--- src/rtl/forward_stall_unit.sv ---
// Operand bypass selection and load-use stall control for a short in-order pipeline.
// Forwarding is purely combinational; the stall FSM inserts LOAD_LAT bubbles per load-use hazard.
module forward_stall_unit #(
  parameter int DATA_W   = 16,
  parameter int REG_W    = 3,
  parameter int N_RD     = 2,
  parameter int LOAD_LAT = 1,
  parameter int ZERO_REG = 0
) (
  input  logic                     i_clk,
  input  logic                     i_rst,
  input  logic [N_RD*REG_W-1:0]    i_id_rd_reg,
  input  logic [N_RD-1:0]          i_id_rd_valid,
  input  logic [N_RD*DATA_W-1:0]   i_id_rf_data,
  input  logic [REG_W-1:0]         i_ex_wr_reg,
  input  logic                     i_ex_wr_en,
  input  logic                     i_ex_is_load,
  input  logic [REG_W-1:0]         i_em_wr_reg,
  input  logic                     i_em_wr_en,
  input  logic                     i_em_is_load,
  input  logic [DATA_W-1:0]        i_em_alu_data,
  input  logic [REG_W-1:0]         i_mw_wr_reg,
  input  logic                     i_mw_wr_en,
  input  logic [DATA_W-1:0]        i_mw_data,
  input  logic                     i_pipe_hold,
  output logic [N_RD*DATA_W-1:0]   o_fwd_data,
  output logic [N_RD*2-1:0]        o_fwd_sel,
  output logic                     o_stall_id,
  output logic                     o_bubble_ex,
  output logic [15:0]              o_stall_events
);

  localparam int CNT_W = $clog2(LOAD_LAT + 1);

  localparam logic [1:0] SEL_RF = 2'b00;
  localparam logic [1:0] SEL_EM = 2'b01;
  localparam logic [1:0] SEL_MW = 2'b10;

  typedef enum logic [0:0] {
    RUN   = 1'b0,
    STALL = 1'b1
  } state_t;

  state_t           r_state;
  state_t           w_state_nxt;
  logic [CNT_W-1:0] r_cnt;
  logic [CNT_W-1:0] w_cnt_nxt;
  logic [15:0]      r_stall_events;
  logic             w_count_hazard;
  logic             w_stall_id;
  logic             w_bubble_ex;
  logic [N_RD-1:0]  w_port_hazard;
  logic             w_hazard;

  genvar k;
  generate
    for (k = 0; k < N_RD; k++) begin : g_port
      logic [REG_W-1:0]  w_idx;
      logic              w_not_zero;
      logic              w_hit_ex;
      logic              w_hit_em;
      logic              w_hit_mw;
      logic [1:0]        w_sel;
      logic [DATA_W-1:0] w_data;

      assign w_idx      = i_id_rd_reg[k*REG_W +: REG_W];
      assign w_not_zero = !((ZERO_REG != 0) && (w_idx == '0));
      assign w_hit_ex   = i_id_rd_valid[k] && i_ex_wr_en && (w_idx == i_ex_wr_reg) && w_not_zero;
      assign w_hit_em   = i_id_rd_valid[k] && i_em_wr_en && (w_idx == i_em_wr_reg) && w_not_zero;
      assign w_hit_mw   = i_id_rd_valid[k] && i_mw_wr_en && (w_idx == i_mw_wr_reg) && w_not_zero;

      // A load in EX/MEM has no data yet, so it falls through to the older MEM/WB value or the RF.
      always_comb begin
        w_sel  = SEL_RF;
        w_data = i_id_rf_data[k*DATA_W +: DATA_W];
        if (w_hit_em && !i_em_is_load) begin
          w_sel  = SEL_EM;
          w_data = i_em_alu_data;
        end else if (w_hit_mw) begin
          w_sel  = SEL_MW;
          w_data = i_mw_data;
        end
      end

      assign o_fwd_sel[k*2 +: 2]           = w_sel;
      assign o_fwd_data[k*DATA_W +: DATA_W] = w_data;
      assign w_port_hazard[k]             = w_hit_ex && i_ex_is_load;
    end
  endgenerate

  assign w_hazard = |w_port_hazard;

  always_ff @(posedge i_clk) begin
    if (i_rst) begin
      r_state        <= RUN;
      r_cnt          <= '0;
      r_stall_events <= '0;
    end else begin
      r_state <= w_state_nxt;
      r_cnt   <= w_cnt_nxt;
      if (w_count_hazard && (r_stall_events != 16'hFFFF)) begin
        r_stall_events <= r_stall_events + 16'd1;
      end
    end
  end

  // An external hold freezes everything but still keeps ID frozen; bubbles resume once it releases.
  always_comb begin
    w_state_nxt    = r_state;
    w_cnt_nxt      = r_cnt;
    w_stall_id     = 1'b0;
    w_bubble_ex    = 1'b0;
    w_count_hazard = 1'b0;
    if (i_rst) begin
      w_state_nxt = RUN;
      w_cnt_nxt   = '0;
    end else if (i_pipe_hold) begin
      w_stall_id = 1'b1;
    end else begin
      case (r_state)
        RUN: begin
          if (w_hazard) begin
            w_stall_id     = 1'b1;
            w_bubble_ex    = 1'b1;
            w_count_hazard = 1'b1;
            if (LOAD_LAT > 1) begin
              w_state_nxt = STALL;
              w_cnt_nxt   = CNT_W'(LOAD_LAT - 1);
            end
          end
        end
        STALL: begin
          w_stall_id  = 1'b1;
          w_bubble_ex = 1'b1;
          w_cnt_nxt   = r_cnt - CNT_W'(1);
          if (r_cnt == CNT_W'(1)) begin
            w_state_nxt = RUN;
          end
        end
        default: begin
          w_state_nxt = RUN;
          w_cnt_nxt   = '0;
        end
      endcase
    end
  end

  assign o_stall_id     = w_stall_id;
  assign o_bubble_ex    = w_bubble_ex;
  assign o_stall_events = r_stall_events;

endmodule

--- config.mk ---
export PLATFORM = sky130hd
export DESIGN_NAME = forward_stall_unit
export DESIGN_NICKNAME = d
export VERILOG_FILES = /design/src/rtl/forward_stall_unit.sv
export SDC_FILE = /design/constraint.sdc
export NUM_CORES = 1
export LEC_CHECK = 0
export ABC_AREA = 0
export ABC_CLOCK_PERIOD_IN_PS = 6000
export CAP_MARGIN = 20
export CORE_MARGIN = 2
export CORE_UTILIZATION = 36
export CTS_CLUSTER_DIAMETER = 150
export DETAILED_ROUTE_END_ITERATION = 16
export PLACE_DENSITY_LB_ADDON = 0.3
export SYNTH_ARGS = -nofsm -noshare
export SYNTH_HDL_FRONTEND = slang
export SYNTH_SLANG_ARGS = --single-unit
--- constraint.sdc ---
create_clock -name i_clk -period 6 [get_ports i_clk]
set_clock_uncertainty 0.2 [all_clocks]
set_input_delay 0.9 -clock i_clk [delete_from_list [all_inputs] [get_ports i_clk]]
set_output_delay 0.9 -clock i_clk [all_outputs]
set_load 0.005 [all_outputs]
==> run metrics, run 1 <==
Core Util, Final 70.1%; post-synth top area share 20.0%; startpoint types input pin; FF-to-FF End o_stall_events[10]; CTS tree yes; CTS Buf Count 3; Detailed Route Iter0 Violations 74; hold buffer count at cts 0; Final nets 479; Critical Path Fanout Max 21; Routed Antenna Nets 0; Sw Share 24.6%; Rows 25; sequential power share 32.9%; r2r worst-path depth 6; Mapped Cells 253; DP Worst Slack 1.60 ns; first-pass GRT wire length 10200 microns; first-pass iteration count of the detailed router 4; outcome completed; worst slew pin tran 0.781 ns; Layout Cells excl Fill 455; # DRC 0; clock power share 27.7%; hold slack 0.260 ns; Root Driver clkbuf_8; Tcrit/Tclk final 73.5%; Die ar. 5600 sq um; RSZ-0062 raised after global routing no; post-cts gate resize count 0; Worst-Skew Late Latency 0.25 ns; share of layout cells above drive strength 1 4.38%; clk slew on worst S/H paths 0.07 ns; Pwr Density 108 nW/um^2; Buffers on Ports 142; Final Max Tran Viols 0; required time worst endpoint 4.90 ns; ys flop type dfxtp_1; Synthesized Nets 343; GR Overflow Total 0; Fin. Hold Viols 0; initial core utilization 37.7%; most common cell in the netlist nand2_1; area of the mapped netlist 1810 sq um; Worst setup EP type output port; via/cell ratio 5.23; Cell Int Power 274 uW; clock sink count 18; Post-synth EDFFs 0; Comb power frac 39.4%; vias post-DR 2378; largest net degree at the start of global routing 35; gp weighted congestion 0.856; Setup Fix Bufs, Post-CTS 0; most used cell, CP clkdlybuf4s50_1; Total Power 363 uW; per-cell routed wire length 15.1 microns; setup ws final 1.59 ns; core area 4790 sq um; initial antenna violation count 0; R2R Setup Slk 3.63 ns; Max VDD drop 103 uV; DIE WIDTH 74.8 microns; Avg Inst Size Synth 7.14 sq um; Setup crit end o_fwd_data[17]; CTS max path bufs 2; Synth cell types 31; crit-path max cell delay 0.55 ns; CP Launch Point i_id_rd_reg[4]; Tmin final 4.41 ns; H-Tree Level Count 1; DP Area 3300 sq um; GRT Util Overall 22.9%; Seq cells post-synth 18; Synth area leader dfxtp_1; switching pwr 89.2 uW; Leak Pwr 1.09 nW; Final HPWL DP 5620 microns; Fmax 227 MHz; Die Span Y 74.8 microns; Inserted Diodes 0; Setup CP Type in2out; Synth top cells by count 39 x nand2_1, 38 x o21ai_0, 32 x mux2i_1, 18 x dfxtp_1, 14 x xor2_1; Async S/R FF share, synth 0%; Ys Warns 0; vias in the first global route 2118; critical path arrival 3.31 ns; P&R area growth vs syn 85.9%; Slowest cell on crit path clkdlybuf4s50_1; Final Setup Violations 0; Max Cap Viol 0; Slew headroom 47.8%; sequential share of the synthesized area 20.0%; Routed WL 6860 microns; synth top area cells dfxtp_1 20%, mux2i_1 18%, o21ai_0 11%; Reg2Reg Launch Point o_stall_events[0]; CP Cell Sequence clkdlybuf4s50_1 -> xnor2_1 -> nand3_1 -> nor3_2 -> buf_4 -> nand2_1 -> o21ai_0 -> clkdlybuf4s50_1; Final Instance Area 3360 sq um; placed cells 451; setup TNS 0 ns; I/O pins 143; Min-Delay Path Class reg2reg
## worst max-delay path: cells and delay by family
family / cells / cell delay [ns]
xor gates and xnor gates: 1 / 0.14
buffers and inverters: 3 / 1.45
and+or+nand+nor: 3 / 0.73
AOI/OAI and AO/OA: 1 / 0.09
## power by group through the flow
stage / sequential [mW] / combinational, mW / clock (mW)
floorplan: 0.122 / 0.0371 / 0
global placement: 0.122 / 0.141 / 0
detailed placement: 0.122 / 0.143 / 0
CTS: 0.120 / 0.144 / 0.102
global route: 0.119 / 0.154 / 0.107
finish: 0.120 / 0.143 / 0.100
## sequential cells by signal, summed over array words and instances, names as in the netlist
| name | cells |
|---|---|
| r_state | 1 |
| o_stall_events | 16 |
| r_cnt | 1 |
## cells in the final DEF (no fill, tap or decap), types with 6 or more instances in the layout
cell             count
o31ai_1              6
a21oi_1             12
xor2_1              14
nand3_1             13
nor2b_1              6
or4_1                7
nand2_1             39
mux2i_1             32
dfxtp_1             18
clkdlybuf4s50_1    142
o21ai_0             38
nor2_1               6
## cell families after synthesis
| logic type | after synthesis | synth area share [%] |
|---|---|---|
| flops | 18 | 20.0 |
| simple gates | 95 | 25.8 |
| xor+xnor | 18 | 8.73 |
| mux | 35 | 19.6 |
| fa+ha+maj | 1 | 0.693 |
| compound gates | 65 | 20.5 |
| buf+inv | 21 | 4.71 |
## how the worst min path moves through the flow
stage	start	cells past startpoint	endpoint	slack, ns
2_1_floorplan	r_cnt	1	r_state	0.22
3_5_place_dp	r_cnt	1	r_state	0.24
3_3_place_gp	r_cnt	1	r_state	0.24
6_report	r_cnt	1	r_state	0.26
5_1_grt	r_cnt	1	r_state	0.29
4_1_cts	r_cnt	1	r_state	0.26
## layer usage
metal	global-route usage, %	wire (microns)	share of wire (%)	vias to the layer above
li1	-	-	-	1186
met5	0	0	0	-
met4	2.78	46	0.67	0
met1	29.3	2850	42	1090
met3	5.89	573	8.4	4
met2	40.0	3380	49	98
## layout make-up
type | count | area [sq um]
Tap cell | 67 | 83.8
Multi-Input combinational cell | 214 | 1380
Clock buffer | 4 | 55.1
Inverter | 5 | 18.8
Sequential cell | 18 | 360
Fill cell | 422 | 1430
Timing Repair Buffer | 147 | 1460
Power figures use the tool's default switching activity.
==> inputs of run 2 (changes only) <==
--- a/config.mk
+++ b/config.mk
@@ -6,10 +6,10 @@
 export NUM_CORES = 1
 export LEC_CHECK = 0
 export ABC_AREA = 0
-export ABC_CLOCK_PERIOD_IN_PS = 6000
+export ABC_CLOCK_PERIOD_IN_PS = 4300
 export CAP_MARGIN = 20
 export CORE_MARGIN = 2
-export CORE_UTILIZATION = 36
+export CORE_UTILIZATION = 34
 export CTS_CLUSTER_DIAMETER = 150
 export DETAILED_ROUTE_END_ITERATION = 16
 export PLACE_DENSITY_LB_ADDON = 0.3
==> constraint.sdc (replaced) <==
create_clock -name i_clk -period 4.3 [get_ports i_clk]
set_clock_uncertainty 0.2 [all_clocks]
set_input_delay 0.645 -clock i_clk [delete_from_list [all_inputs] [get_ports i_clk]]
set_output_delay 0.645 -clock i_clk [all_outputs]
set_load 0.005 [all_outputs]
==> run 2 against run 1 <==
Non-clock buffer count rose by 1. Count of clock-buffer cells in the layout did not move. Flip-flop and latch count did not move. Design area rose by 0.34%. Cell count rose by 0.88%. Via count rose by 3.1%. Worst setup slack got worse by 1.0 ns. Critical endpoint is now o_fwd_data[31]. Clock power rose by 43%. Combinational power rose by 45%. Die area rose by 5.6%.
==> run metrics, run 2 (synthesized netlist as in run 1, its figures left out) <==
vias post-DR 2451 (was 2378); CTS max path bufs 2 (unchanged); GR Overflow Total 0 (unchanged); Max Cap Viol 0 (unchanged); H-Tree Level Count 1 (unchanged); RSZ-0062 raised after global routing no (unchanged); max reg flops 16 (unchanged); GRT Util Overall 25.9% (was 22.9%); via/cell ratio 5.34 (was 5.23); most common cell after layout, fill and taps aside clkdlybuf4s50_1 (unchanged); Tcrit/Tclk final 86.4%; clock sink count 18 (unchanged); Final nets 480 (was 479); Setup Fix Bufs, Post-CTS 0 (unchanged); # DRC 0 (unchanged); Inserted Diodes 0 (unchanged); Slew headroom 49.8% (was 47.8%); Sw Share 25.8% (was 24.6%); Final Instance Area 3370 sq um (was 3360 sq um); per-cell routed wire length 17.0 microns (was 15.1 microns); initial core utilization 35.4% (was 37.7%); Total Power 517 uW (was 363 uW); critical path arrival 2.87 ns (was 3.31 ns); CTS tree yes (unchanged); Die ar. 5910 sq um (was 5600 sq um); required time worst endpoint 3.45 ns (was 4.90 ns); clock power share 27.7% (about the same); Final Max Tran Viols 0 (unchanged); setup TNS 0 ns (unchanged); crit-path max cell delay 0.57 ns (was 0.55 ns); clk slew on worst S/H paths 0.07 ns (about the same); Pwr Density 153 nW/um^2 (was 108 nW/um^2); Routed Antenna Nets 0 (unchanged); Fin. Hold Viols 0 (unchanged); hold buffer count at cts 0 (unchanged); outcome completed (unchanged); Root Driver clkbuf_8 (unchanged); Min-Delay Path Class reg2reg (unchanged); vias in the first global route 2259 (was 2118); core area 5110 sq um (was 4790 sq um); share of layout cells above drive strength 1 4.63% (was 4.38%); Critical Path Fanout Max 17 (was 21); Buf/Inv on CP 3 (unchanged); DIE WIDTH 76.9 microns (was 74.8 microns); worst slew pin tran 0.750 ns (was 0.781 ns); Layout Cells excl Fill 459 (was 455); Fmax 269 MHz; Buffers on Ports 142 (unchanged); placed cells 455 (was 451); Comb power frac 40.0% (was 39.4%); Detailed Route Iter0 Violations 85 (was 74); Max VDD drop 178 uV (was 103 uV); first-pass iteration count of the detailed router 4 (unchanged); Setup CP Type in2out (unchanged); Worst-Skew Late Latency 0.26 ns (was 0.25 ns); Leak Pwr 1.10 nW (was 1.09 nW); DP Area 3310 sq um (was 3300 sq um); initial antenna violation count 1 (was 0); Final Setup Violations 0 (unchanged); most frequent cells in the layout 142 x clkdlybuf4s50_1, 39 x nand2_1, 38 x o21ai_0 (unchanged); largest net degree at the start of global routing 35 (unchanged); Routed WL 7800 microns (was 6860 microns); Cell Int Power 383 uW (was 274 uW); gp weighted congestion 0.931 (was 0.856); first-pass GRT wire length 12100 microns (was 10200 microns); switching pwr 134 uW (was 89.2 uW); Rows 26 (was 25); Tmin final 3.71 ns; CP delay by family, top buffers and inverters (unchanged); CP Cell Sequence clkdlybuf4s50_1 -> xnor2_1 -> nand3_1 -> nor3_2 -> buf_4 -> mux2i_1 -> o21ai_0 -> clkdlybuf4s50_1 (was clkdlybuf4s50_1 -> xnor2_1 -> nand3_1 -> nor3_2 -> buf_4 -> nand2_1 -> o21ai_0 -> clkdlybuf4s50_1); P&R area growth vs syn 86.6% (was 85.9%); CTS Buf Count 3 (unchanged); fill count 424 (was 422); sequential power share 32.3% (was 32.9%); Worst setup EP type output port (unchanged); I/O pins 143 (unchanged); startpoint types input pin (unchanged); area occupied by multi-input gates 1380 sq um (unchanged); Die Span Y 76.9 microns (was 74.8 microns); post-cts gate resize count 0 (unchanged); most used cell, CP clkdlybuf4s50_1 (unchanged); register area 360 sq um (unchanged); Slowest cell on crit path clkdlybuf4s50_1 (unchanged); Final HPWL DP 6160 microns (was 5620 microns)
[run 2: changes by cell type in the layout (fill, tap and decap cells not counted)]
| cell | before | now |
|---|---|---|
| buf_4 | 5 | 6 |
[run 2: stage by stage]
stage                     hold slack [ns]  worst slack (ns)  utilization, %
after floorplan                     0.220              1.70               -
after global placement              0.225             0.704            64.9
after detailed placement            0.251             0.586            64.9
after CTS                           0.262             0.568            65.9
after global routing                0.296             0.485            65.9
final                               0.257             0.585            65.9
[run 2: worst paths after layout]
| check | slack (ns) | startpoint | end | cells after the start |
|---|---|---|---|---|
| max | 0.59 | i_id_rd_reg[4] | o_fwd_data[31] | 8 |
| min | 0.26 | r_cnt | r_state | 1 |
| max reg2reg | 1.94 | o_stall_events[0] | o_stall_events[8] | 6 |
| min reg2reg | 0.26 | r_cnt | r_state | 1 |
[run 2: final cells by class]
| type | instances | share of cell area (%) |
|---|---|---|
| Sequential cell | 18 | 10.7 |
| Multi-Input combinational cell | 214 | 41.0 |
| Clock buffer | 4 | 1.63 |
| Inverter | 5 | 0.557 |
| Timing Repair Buffer | 148 | 43.5 |
| Tap cell | 70 | 2.60 |
[run 2: layer usage]
metal,global-route usage [%],wire [microns],vias up
met5,0,11,-
met4,9.64,220,2
met3,6.12,631,15
met2,44.8,3820,114
met1,30.8,3120,1127
li1,-,-,1193
[run 2: power groups by stage]
stage	Sequential, mW	Clock [mW]	Combinational, mW
2_1_floorplan	0.171	0	0.0517
3_3_place_gp	0.171	0	0.202
3_5_place_dp	0.171	0	0.205
4_1_cts	0.167	0.146	0.206
5_1_grt	0.167	0.155	0.219
6_report	0.167	0.143	0.207
==> inputs of run 3 (changes only) <==
--- a/config.mk
+++ b/config.mk
@@ -8,11 +8,13 @@
 export ABC_AREA = 0
 export ABC_CLOCK_PERIOD_IN_PS = 4300
 export CAP_MARGIN = 20
+export CORE_ASPECT_RATIO = 0.9
 export CORE_MARGIN = 2
 export CORE_UTILIZATION = 34
 export CTS_CLUSTER_DIAMETER = 150
 export DETAILED_ROUTE_END_ITERATION = 16
 export PLACE_DENSITY_LB_ADDON = 0.3
+export SKIP_CTS_REPAIR_TIMING = 1
 export SYNTH_ARGS = -nofsm -noshare
 export SYNTH_HDL_FRONTEND = slang
 export SYNTH_SLANG_ARGS = --single-unit
==> run 3 against run 2 <==
Sequential power about the same. Largest cell class unchanged. Die area about the same. Via count down 1.3%. Clock power about the same.
==> run metrics, run 3 (synthesized netlist as in run 1, its figures left out) <==
most common cell after layout, fill and taps aside clkdlybuf4s50_1 (unchanged); RSZ-0062 raised after global routing no (unchanged); I/O pins 143 (unchanged); CTS max path bufs 2 (unchanged); Leak Pwr 1.09 nW (was 1.10 nW); required time worst endpoint 3.45 ns (about the same); Rows 25 (was 26); DP Worst Slack 0.728 ns (was 0.586 ns); Slew headroom 47.6% (was 49.8%); gp weighted congestion 0.843 (was 0.931); Fin. Hold Viols 0 (unchanged); Buffers on Ports 142 (unchanged); Final Max Tran Viols 0 (unchanged); CTS tree yes (unchanged); most used cell, CP clkdlybuf4s50_1 (unchanged); GR Overflow Total 0 (unchanged); Routed Antenna Nets 0 (unchanged); switching pwr 125 uW (was 134 uW); Total Power 507 uW (was 517 uW); DIE WIDTH 80.8 microns (was 76.9 microns); startpoint types input pin (unchanged); Tmin final 3.56 ns (was 3.71 ns); Comb power frac 39.4% (was 40.0%); Fmax 281 MHz (was 269 MHz); setup ws final 0.744 ns (was 0.585 ns); Final HPWL DP 5470 microns (was 6160 microns); max reg flops 16 (unchanged); share of layout cells above drive strength 1 4.38% (was 4.63%); critical path arrival 2.71 ns (was 2.87 ns); via/cell ratio 5.32 (was 5.34); core area 5190 sq um (was 5110 sq um); Max VDD drop 209 uV (was 178 uV); Max Cap Viol 0 (unchanged); # DRC 0 (unchanged); Die Span Y 73.1 microns (was 76.9 microns); Setup CP Type in2out (unchanged); CP Launch Point i_id_rd_reg[4] (unchanged); CP Cell Sequence clkdlybuf4s50_1 -> xnor2_1 -> nand3_1 -> nor3_2 -> buf_4 -> mux2i_1 -> o21ai_0 -> clkdlybuf4s50_1 (unchanged); P&R area growth vs syn 85.9% (was 86.6%); largest net degree at the start of global routing 35 (unchanged); Cell Int Power 382 uW (was 383 uW); Worst setup EP type output port (unchanged); R2R Setup Slk 1.93 ns (was 1.94 ns); Inserted Diodes 0 (unchanged); Reg2Reg Launch Point o_stall_events[0] (unchanged); most frequent cells in the layout 142 x clkdlybuf4s50_1, 39 x nand2_1, 38 x o21ai_0 (unchanged); Die ar. 5910 sq um (about the same); Critical Path Fanout Max 17 (unchanged); Setup crit end o_fwd_data[25] (was o_fwd_data[31]); Detailed Route Iter0 Violations 87 (was 85); Sw Share 24.6% (was 25.8%); Routed WL 6850 microns (was 7800 microns); worst slew pin tran 0.784 ns (was 0.750 ns); first-pass iteration count of the detailed router 4 (unchanged); FF-to-FF End o_stall_events[10] (was o_stall_events[8]); vias in the first global route 2169 (was 2259); per-cell routed wire length 15.1 microns (was 17.0 microns); Root Driver clkbuf_8 (unchanged); Final nets 479 (was 480); crit-path max cell delay 0.56 ns (was 0.57 ns); setup TNS 0 ns (unchanged); vias post-DR 2419 (was 2451); initial core utilization 34.8% (was 35.4%); Min-Delay Path Class reg2reg (unchanged); Tcrit/Tclk final 82.7% (was 86.4%); first-pass GRT wire length 10400 microns (was 12100 microns); GRT Util Overall 21.8% (was 25.9%); outcome completed (unchanged); clock sink count 18 (unchanged); initial antenna violation count 0 (was 1); CTS Buf Count 3 (unchanged); Slowest cell on crit path clkdlybuf4s50_1 (unchanged); r2r worst-path depth 6 (unchanged); sequential power share 32.9% (was 32.3%); H-Tree Level Count 1 (unchanged); clock power share 27.8% (was 27.7%); Worst-Skew Late Latency 0.26 ns (about the same); Pwr Density 151 nW/um^2 (was 153 nW/um^2); clk slew on worst S/H paths 0.07 ns (about the same); Final Setup Violations 0 (unchanged)
==> run 3: cell type report <==
| cell class | instances | area (sq um) |
|---|---|---|
| clock buffers | 4 | 55.1 |
| repair buffers | 147 | 1460 |
| fillers | 454 | 1840 |
| multi-input cells | 214 | 1380 |
| inverters | 5 | 18.8 |
| flip-flops and latches | 18 | 360 |
| well taps | 67 | 83.8 |
==> run 3: per-layer routing <==
metal,wire [microns],vias to the layer above,GRT usage [%]
met1,2860,1115,27.3
met5,0,-,0
li1,-,1189,-
met2,3280,103,37.2
met3,594,12,6.31
met4,112,0,4.71
==> run 3: critical path, delay by kind of cell <==
family,cells,cell delay (ns)
simple gates,2,0.21
mux,1,0.12
compound gates,1,0.17
buf+inv,3,1.41
xor+xnor,1,0.14
==> run 3: how the worst min path moves through the flow <==
stage                     depth (start not counted)   from  slack, ns  endpoint
final                                             1  r_cnt       0.28   r_state
after global routing                              1  r_cnt       0.29   r_state
after floorplan                                   1  r_cnt       0.22   r_state
after global placement                            1  r_cnt       0.24   r_state
after CTS                                         1  r_cnt       0.27   r_state
after detailed placement                          1  r_cnt       0.25   r_state
==> run 3: power groups by stage <==
| stage | clock [mW] | combinational (mW) | sequential, mW |
|---|---|---|---|
| after floorplan | 0 | 0.0517 | 0.171 |
| after global placement | 0 | 0.197 | 0.171 |
| after detailed placement | 0 | 0.200 | 0.171 |
| after CTS | 0.142 | 0.200 | 0.167 |
| after global routing | 0.153 | 0.215 | 0.167 |
| final | 0.141 | 0.200 | 0.167 |
==> run 3: through the flow <==
| step | instances | hold slack [ns] | cell area [sq um] | util (%) |
|---|---|---|---|---|
| after global routing | 455 | 0.286 | 3360 | 64.7 |
| after floorplan | 253 | 0.220 | 1810 | - |
| final | 455 | 0.276 | 3360 | 64.7 |
| after global placement | 451 | 0.238 | 3300 | 63.6 |
| after CTS | 455 | 0.268 | 3360 | 64.7 |
| after detailed placement | 451 | 0.253 | 3300 | 63.6 |
